`src/rtl/fano_branch_gen_if.sv`:
```
// Signal bundle between the Fano decoder control/feeder side and the branch generator.
interface fano_branch_gen_if #(
    parameter int AW = 6
);
    logic          i_sym_vld;
    logic [1:0]    i_sym;
    logic          o_sym_rdy;
    logic          i_cmd_vld;
    logic [1:0]    i_cmd;
    logic          i_dec_sym;
    logic          o_cmd_rdy;
    logic          o_vld;
    logic [1:0]    o_rib_0;
    logic [1:0]    o_rib_1;
    logic [1:0]    o_cur_rib;
    logic [AW-1:0] o_depth;
    logic          o_at_origin;
    logic          o_bit_vld;
    logic          o_bit;
    logic          o_frame_done;

    modport master (
        output i_sym_vld, i_sym, i_cmd_vld, i_cmd, i_dec_sym,
        input  o_sym_rdy, o_cmd_rdy, o_vld, o_rib_0, o_rib_1, o_cur_rib,
               o_depth, o_at_origin, o_bit_vld, o_bit, o_frame_done
    );

    modport slave (
        input  i_sym_vld, i_sym, i_cmd_vld, i_cmd, i_dec_sym,
        output o_sym_rdy, o_cmd_rdy, o_vld, o_rib_0, o_rib_1, o_cur_rib,
               o_depth, o_at_origin, o_bit_vld, o_bit, o_frame_done
    );
endinterface

```
`src/rtl/fano_branch_gen.sv`:
```
// Branch generator for the Fano metric stage: buffers one frame of received branches,
// tracks tree depth and encoder state, and replays the decided bits at frame end.
module fano_branch_gen #(
    parameter int           K     = 7,
    parameter logic [K-1:0] G0    = 7'o171,
    parameter logic [K-1:0] G1    = 7'o133,
    parameter int           DEPTH = 64,
    parameter int           AW    = 6
) (
    input  logic             clk,
    input  logic             reset,
    fano_branch_gen_if.slave bus
);
    localparam logic [1:0]    CMD_FWD     = 2'd0;
    localparam logic [1:0]    CMD_BACK    = 2'd1;
    localparam logic [1:0]    CMD_RESTART = 2'd2;
    localparam logic [AW-1:0] LAST        = AW'(DEPTH - 1);
    localparam logic [AW-1:0] KA          = AW'(K);

    typedef enum logic [2:0] {
        ST_LOAD, ST_FETCH, ST_EMIT, ST_PRESENT, ST_BACK_RD, ST_DUMP
    } state_t;

    state_t        r_st;
    state_t        w_st_next;
    logic [AW-1:0] r_wptr;
    logic [AW-1:0] r_depth;
    logic [AW-1:0] r_rptr;
    logic [K-2:0]  r_state;
    logic          r_back_zero;
    logic          r_dump_last;

    logic [1:0]    sym_mem [DEPTH];
    logic          bit_mem [DEPTH];
    logic [1:0]    r_rd_sym;
    logic          r_rd_bit;

    logic          r_vld;
    logic [1:0]    r_rib_0;
    logic [1:0]    r_rib_1;
    logic [1:0]    r_cur_rib;
    logic [AW-1:0] r_depth_out;
    logic          r_at_origin;
    logic          r_bit_vld;
    logic          r_frame_done;

    logic          w_sym_acc;
    logic          w_cmd_acc;
    logic          w_fwd_acc;
    logic [AW-1:0] w_bit_raddr;
    logic [1:0]    w_rib [2];

    assign w_sym_acc = (r_st == ST_LOAD) && bus.i_sym_vld;
    assign w_cmd_acc = (r_st == ST_PRESENT) && bus.i_cmd_vld;
    assign w_fwd_acc = w_cmd_acc && (bus.i_cmd == CMD_FWD);

    // Outside DUMP the read port serves BACK: the bit that re-enters the state at the LSB.
    assign w_bit_raddr = (r_st == ST_DUMP) ? r_rptr : (r_depth - KA);

    // Both hypotheses: encoder register {b, state} with b as the newest (MSB) bit.
    for (genvar gi = 0; gi < 2; gi++) begin : g_rib
        logic [K-1:0] w_reg;
        assign w_reg      = {((gi == 1) ? 1'b1 : 1'b0), r_state};
        assign w_rib[gi]  = {^(w_reg & G0), ^(w_reg & G1)};
    end

    always_ff @(posedge clk) begin
        if (w_sym_acc) begin
            sym_mem[r_wptr] <= bus.i_sym;
        end
        r_rd_sym <= sym_mem[r_depth];
    end

    always_ff @(posedge clk) begin
        if (w_fwd_acc) begin
            bit_mem[r_depth] <= bus.i_dec_sym;
        end
        r_rd_bit <= bit_mem[w_bit_raddr];
    end

    always_ff @(posedge clk) begin
        if (reset) begin
            r_st <= ST_LOAD;
        end else begin
            r_st <= w_st_next;
        end
    end

    always_comb begin
        w_st_next = r_st;
        case (r_st)
            ST_LOAD: begin
                if (w_sym_acc && (r_wptr == LAST)) begin
                    w_st_next = ST_FETCH;
                end
            end
            ST_FETCH:   w_st_next = ST_EMIT;
            ST_EMIT:    w_st_next = ST_PRESENT;
            ST_PRESENT: begin
                if (w_cmd_acc) begin
                    if (bus.i_cmd == CMD_FWD) begin
                        w_st_next = (r_depth == LAST) ? ST_DUMP : ST_FETCH;
                    end else if ((bus.i_cmd == CMD_BACK) && (r_depth != '0)) begin
                        w_st_next = ST_BACK_RD;
                    end else begin
                        w_st_next = ST_FETCH;
                    end
                end
            end
            ST_BACK_RD: w_st_next = ST_FETCH;
            ST_DUMP: begin
                if (r_dump_last) begin
                    w_st_next = ST_LOAD;
                end
            end
            default:    w_st_next = ST_LOAD;
        endcase
    end

    always_ff @(posedge clk) begin
        if (reset) begin
            r_wptr       <= '0;
            r_depth      <= '0;
            r_rptr       <= '0;
            r_state      <= '0;
            r_back_zero  <= 1'b0;
            r_dump_last  <= 1'b0;
            r_vld        <= 1'b0;
            r_rib_0      <= '0;
            r_rib_1      <= '0;
            r_cur_rib    <= '0;
            r_depth_out  <= '0;
            r_at_origin  <= 1'b0;
            r_bit_vld    <= 1'b0;
            r_frame_done <= 1'b0;
        end else begin
            r_vld        <= 1'b0;
            r_bit_vld    <= 1'b0;
            r_frame_done <= 1'b0;
            case (r_st)
                ST_LOAD: begin
                    if (w_sym_acc) begin
                        if (r_wptr == LAST) begin
                            r_wptr  <= '0;
                            r_depth <= '0;
                            r_state <= '0;
                        end else begin
                            r_wptr <= r_wptr + AW'(1);
                        end
                    end
                end
                ST_EMIT: begin
                    r_vld       <= 1'b1;
                    r_rib_0     <= w_rib[0];
                    r_rib_1     <= w_rib[1];
                    r_cur_rib   <= r_rd_sym;
                    r_depth_out <= r_depth;
                    r_at_origin <= (r_depth == '0);
                end
                ST_PRESENT: begin
                    if (w_cmd_acc) begin
                        case (bus.i_cmd)
                            CMD_FWD: begin
                                r_state <= {bus.i_dec_sym, r_state[K-2:1]};
                                if (r_depth == LAST) begin
                                    r_rptr      <= '0;
                                    r_dump_last <= 1'b0;
                                end else begin
                                    r_depth <= r_depth + AW'(1);
                                end
                            end
                            CMD_BACK:    r_back_zero <= (r_depth < KA);
                            CMD_RESTART: begin
                                r_depth <= '0;
                                r_state <= '0;
                            end
                            default: ;
                        endcase
                    end
                end
                ST_BACK_RD: begin
                    // Bits older than the tree root are implicit zeros.
                    r_state <= {r_state[K-3:0], r_rd_bit & ~r_back_zero};
                    r_depth <= r_depth - AW'(1);
                end
                ST_DUMP: begin
                    if (!r_dump_last) begin
                        r_bit_vld    <= 1'b1;
                        r_frame_done <= (r_rptr == LAST);
                        if (r_rptr == LAST) begin
                            r_dump_last <= 1'b1;
                        end else begin
                            r_rptr <= r_rptr + AW'(1);
                        end
                    end else begin
                        r_dump_last <= 1'b0;
                    end
                end
                default: ;
            endcase
        end
    end

    assign bus.o_sym_rdy    = (r_st == ST_LOAD);
    assign bus.o_cmd_rdy    = (r_st == ST_PRESENT);
    assign bus.o_vld        = r_vld;
    assign bus.o_rib_0      = r_rib_0;
    assign bus.o_rib_1      = r_rib_1;
    assign bus.o_cur_rib    = r_cur_rib;
    assign bus.o_depth      = r_depth_out;
    assign bus.o_at_origin  = r_at_origin;
    assign bus.o_bit_vld    = r_bit_vld;
    assign bus.o_bit        = r_rd_bit & r_bit_vld;
    assign bus.o_frame_done = r_frame_done;
endmodule

```
`src/flat_wrapper.sv`:
```
// flat-port wrapper written by rule: the top's interface ports become plain ports
module fano_branch_gen_flat 
#(
    parameter int           K     = 7,
    parameter logic [K-1:0] G0    = 7'o171,
    parameter logic [K-1:0] G1    = 7'o133,
    parameter int           DEPTH = 64,
    parameter int           AW    = 6
)
  (clk, reset, bus_i_sym_vld, bus_i_sym, bus_i_cmd_vld, bus_i_cmd, bus_i_dec_sym, bus_o_sym_rdy, bus_o_cmd_rdy, bus_o_vld, bus_o_rib_0, bus_o_rib_1, bus_o_cur_rib, bus_o_depth, bus_o_at_origin, bus_o_bit_vld, bus_o_bit, bus_o_frame_done);
  fano_branch_gen_if #(.AW(AW)) bus_i ();
  input  logic clk;
  input  logic reset;
  input wire logic [$bits(bus_i.i_sym_vld)-1:0] bus_i_sym_vld;
  input wire logic [$bits(bus_i.i_sym)-1:0] bus_i_sym;
  input wire logic [$bits(bus_i.i_cmd_vld)-1:0] bus_i_cmd_vld;
  input wire logic [$bits(bus_i.i_cmd)-1:0] bus_i_cmd;
  input wire logic [$bits(bus_i.i_dec_sym)-1:0] bus_i_dec_sym;
  output wire logic [$bits(bus_i.o_sym_rdy)-1:0] bus_o_sym_rdy;
  output wire logic [$bits(bus_i.o_cmd_rdy)-1:0] bus_o_cmd_rdy;
  output wire logic [$bits(bus_i.o_vld)-1:0] bus_o_vld;
  output wire logic [$bits(bus_i.o_rib_0)-1:0] bus_o_rib_0;
  output wire logic [$bits(bus_i.o_rib_1)-1:0] bus_o_rib_1;
  output wire logic [$bits(bus_i.o_cur_rib)-1:0] bus_o_cur_rib;
  output wire logic [$bits(bus_i.o_depth)-1:0] bus_o_depth;
  output wire logic [$bits(bus_i.o_at_origin)-1:0] bus_o_at_origin;
  output wire logic [$bits(bus_i.o_bit_vld)-1:0] bus_o_bit_vld;
  output wire logic [$bits(bus_i.o_bit)-1:0] bus_o_bit;
  output wire logic [$bits(bus_i.o_frame_done)-1:0] bus_o_frame_done;
  assign bus_i.i_sym_vld = bus_i_sym_vld;
  assign bus_i.i_sym = bus_i_sym;
  assign bus_i.i_cmd_vld = bus_i_cmd_vld;
  assign bus_i.i_cmd = bus_i_cmd;
  assign bus_i.i_dec_sym = bus_i_dec_sym;
  assign bus_o_sym_rdy = bus_i.o_sym_rdy;
  assign bus_o_cmd_rdy = bus_i.o_cmd_rdy;
  assign bus_o_vld = bus_i.o_vld;
  assign bus_o_rib_0 = bus_i.o_rib_0;
  assign bus_o_rib_1 = bus_i.o_rib_1;
  assign bus_o_cur_rib = bus_i.o_cur_rib;
  assign bus_o_depth = bus_i.o_depth;
  assign bus_o_at_origin = bus_i.o_at_origin;
  assign bus_o_bit_vld = bus_i.o_bit_vld;
  assign bus_o_bit = bus_i.o_bit;
  assign bus_o_frame_done = bus_i.o_frame_done;
  fano_branch_gen #(.K(K), .G0(G0), .G1(G1), .DEPTH(DEPTH), .AW(AW)) u_core (.clk(clk), .reset(reset), .bus(bus_i));
endmodule
```
`config.mk`:
```
export PLATFORM = sky130hd
export DESIGN_NAME = fano_branch_gen_flat
export DESIGN_NICKNAME = d
export VERILOG_FILES = /design/src/rtl/fano_branch_gen_if.sv /design/src/rtl/fano_branch_gen.sv /design/src/flat_wrapper.sv
export SDC_FILE = /design/constraint.sdc
export NUM_CORES = 1
export LEC_CHECK = 0
export ABC_AREA = 1
export CORE_AREA = 2 2 158 113
export CTS_BUF_LIST = sky130_fd_sc_hd__clkbuf_2 sky130_fd_sc_hd__clkbuf_4 sky130_fd_sc_hd__clkbuf_8
export DETAILED_ROUTE_END_ITERATION = 8
export DIE_AREA = 0 0 160 115
export PLACE_DENSITY = 0.81
export SYNTH_ARGS = -nofsm -noshare
export SYNTH_HDL_FRONTEND = slang
export SYNTH_SLANG_ARGS = --single-unit
```
`constraint.sdc`:
```
create_clock -name clk -period 3 [get_ports clk]
set_input_delay 0.3 -clock clk [delete_from_list [all_inputs] [get_ports clk]]
set_output_delay 0.3 -clock clk [all_outputs]
set_load 0.05 [all_outputs]
```
==> results.cfg <==
[final_layout]
final_nets = 1157
final_cells = 1403
drive_above_1_share_pct = 9.73
multi_input_area_sq_um = 3390
seq_area_sq_um = 6730
insertedDiodeCount = 0
nFillCells = 1240
fin_util_pct = 70.7
fin_area_sq_um = 12000
area_delta_synth_final_pct = 10.8

[logic_synthesis]
synth_flop_cell = edfxtp_1
synth.most_common_cell = nand2_1
synth_edf_count = 192
async_flop_share_pct = 0
syn-instance-count = 1102
synth_area_leaders = edfxtp_1, dfxtp_1, nand2_1, nor2_1, nand3_1
netlist_area_sq_um = 10800
synth_seq_cells = 240
synth_top_cell_by_area = edfxtp_1
synth_nets = 1116
yosys_warnings = 0
yosys-top-cells-count = nand2_1, edfxtp_1, nor2_1
synth_top_area_share_pct = 53.4
yosysSeqAreaShare_pct = 62.3
syn_area_per_cell_sq_um = 9.80
post_synth_num_cell_types = 49

[placement]
io_buffers = 27
placed_cell_area_sq_um = 11200
place_inst = 1334
hpwl_um = 17700
place_ws_ns = 0.712
gp_congestion = 0.932

[clock_tree]
tritoncts = built
clockBufferDepth = 3
clock_latency_ns = 0.56
cts_setup_buffers = 0
cts_buffers = 38
htreeDepth = 2
clkTransAtPathRegs_ns = 0.06
cts.sinks = 240
hold_buffers = 0
cts-resized-gates = 0
clk_root_buffer_cell = clkbuf_8

[timing]
rsz0062_at_grt = false
tns_ns = 0
relSlewSlack_pct = 26.4
hold_ws_ns = 0.479
finalHoldViolCount = 0
tightest_slew_ns = 1.10
fmax_mhz = 389
period_share_pct = 85.8
worst_clock_skew_ns = 0.0300
setup_violations = 0
layout_min_cycle_time_ns = 2.57
slew_violations = 0
layout_setup_ws_ns = 0.427

[pwr]
power_mw = 7.17
leakage_nw = 4.35
power_density_nw_per_um2 = 599
irDropWorstVdd_mv = 0.599

[setup_path]
crit_path_end_kind = output pin
startpoint = u_core.r_st[0]
path_cells = nand2_1, nor2_4, clkdlybuf4s50_1
cp.buffers_inverters = 1
start_kind = flip-flop
worstPathRequired_ns = 2.70
timing.rr.start = u_core.r_depth[0]
crit_path_max_incr_delay_ns = 0.84
crit_family = buffers and inverters
worstPathMaxFanout = 8
crit_arrival_ns = 2.27
crit_type = reg2out
crit_slowest_cell = clkdlybuf4s50_1

[die]
rows = 40
die_x_um = 160
ios = 28
dieHeight_um = 115
start_util_pct = 63.8
core-area_sq_um = 16900
die_area_sq_um = 18400

[global_routing]
grt_pass1_wl_um = 42200
antenna_found_initial = 0
gr-total-overflow = 0
track_usage_pct = 30.1
grt_max_degree = 66
first_global_vias = 7753

[min_path]
hold_start = u_core.bus.o_rib_0[0]
hold_path_class = reg2reg

[routing]
drc = 0
via_count = 8373
ant_nets = 0
viasPerCell = 5.97
drtPass1Iterations = 8
first_iter_violations = 1229
finalWirelength_um = 27000
post_drt_wl_per_cell_um = 19.2

[outcome]
outcome = complete, no violations

[job]
timing.max_cap.violations = 0
[layout make-up]
type | count | share of cell area [%]
clock inverter | 17 | 0.921
timing repair buffer | 41 | 3.01
multi-input combinational | 705 | 28.4
sequential | 240 | 56.2
inverter | 117 | 3.68
clock buffer | 52 | 5.36
tap | 231 | 2.42
[routing by layer]
layer	share of wire (%)	global-route usage, %	routed length, um	up-vias
met5	0	0	0	-
met4	2.8	11.5	760	0
met3	14	8.91	3710	72
met2	41	41.4	10900	613
met1	43	45.3	11600	3854
li1	-	-	-	3834
[final timing paths]
path | slack, ns | endpoint | cells after the start
worst max-delay path | 0.43 | bus_o_cmd_rdy | 3
worst min-delay path | 0.48 | u_core.bus.o_rib_0[0] | 2
worst max register to register | 0.63 | u_core.r_rd_bit | 11
worst min register to register | 0.48 | u_core.bus.o_rib_0[0] | 2
[where the power goes]
group | internal, mW | leakage (nW) | switching, mW
Clock | 1.48 | 0.396 | 1.31
Combinational | 0.160 | 1.84 | 0.464
Sequential | 3.67 | 2.12 | 0.0793
Total | 5.31 | 4.35 | 1.85
[logic make-up after synthesis]
| kind of cell | share of synthesized area (%) |
|---|---|
| compound gates | 7.43 |
| xor+xnor | 0.406 |
| fa+ha+maj | 0.579 |
| buf+inv | 6.28 |
| flops | 62.3 |
| simple gates | 23.0 |
[sequential cells by signal, summed over array words and instances, names as in the netlist]
name / cells
u_core.r_state: 6
u_core.r_dump_last: 1
u_core.bus.o_vld: 1
u_core.r_st: 3
u_core.bit_mem: 64
u_core.bus.o_depth: 6
u_core.bus.o_rib_0: 2
u_core.r_depth: 6
u_core.bus.o_bit_vld: 1
u_core.bus.o_rib_1: 2
u_core.r_rd_sym: 2
u_core.bus.o_frame_done: 1
u_core.bus.o_cur_rib: 2
u_core.r_wptr: 6
u_core.sym_mem: 128
u_core.r_back_zero: 1
u_core.r_rd_bit: 1
u_core.r_rptr: 6
u_core.bus.o_at_origin: 1
[cell usage in the layout, fill, tap and decap left out, drive strengths merged]
| master | count |
|---|---|
| a21oi | 35 |
| clkinv | 17 |
| o221ai | 1 |
| o21bai | 1 |
| or2 | 1 |
| nand4 | 19 |
| ha | 5 |
| bufinv | 1 |
| nor2 | 184 |
| xnor2 | 1 |
| o21ai | 51 |
| clkdlybuf4s50 | 24 |
| edfxtp | 192 |
| nor4 | 1 |
| nor3b | 1 |
| inv | 114 |
| a22oi | 12 |
| a221oi | 4 |
| a32o | 1 |
| o22ai | 1 |
| o211a | 1 |
| a311oi | 1 |
| dfxtp | 48 |
| a22o | 2 |
| nand2 | 236 |
| buf | 17 |
| a31oi | 5 |
| clkinvlp | 2 |
| o2111ai | 3 |
| clkbuf | 52 |
| o211ai | 8 |
| a211oi | 5 |
| nand3b | 18 |
| nor3 | 16 |
| xor2 | 4 |
| nand3 | 88 |
[worst min-delay path, cell delays in order, from the launching register on]
cell and delay [ns]:
dfxtp_1 0.31, nand2_1 0.06, a21oi_1 0.05
Note: power is estimated with default switching activity, not from simulation.
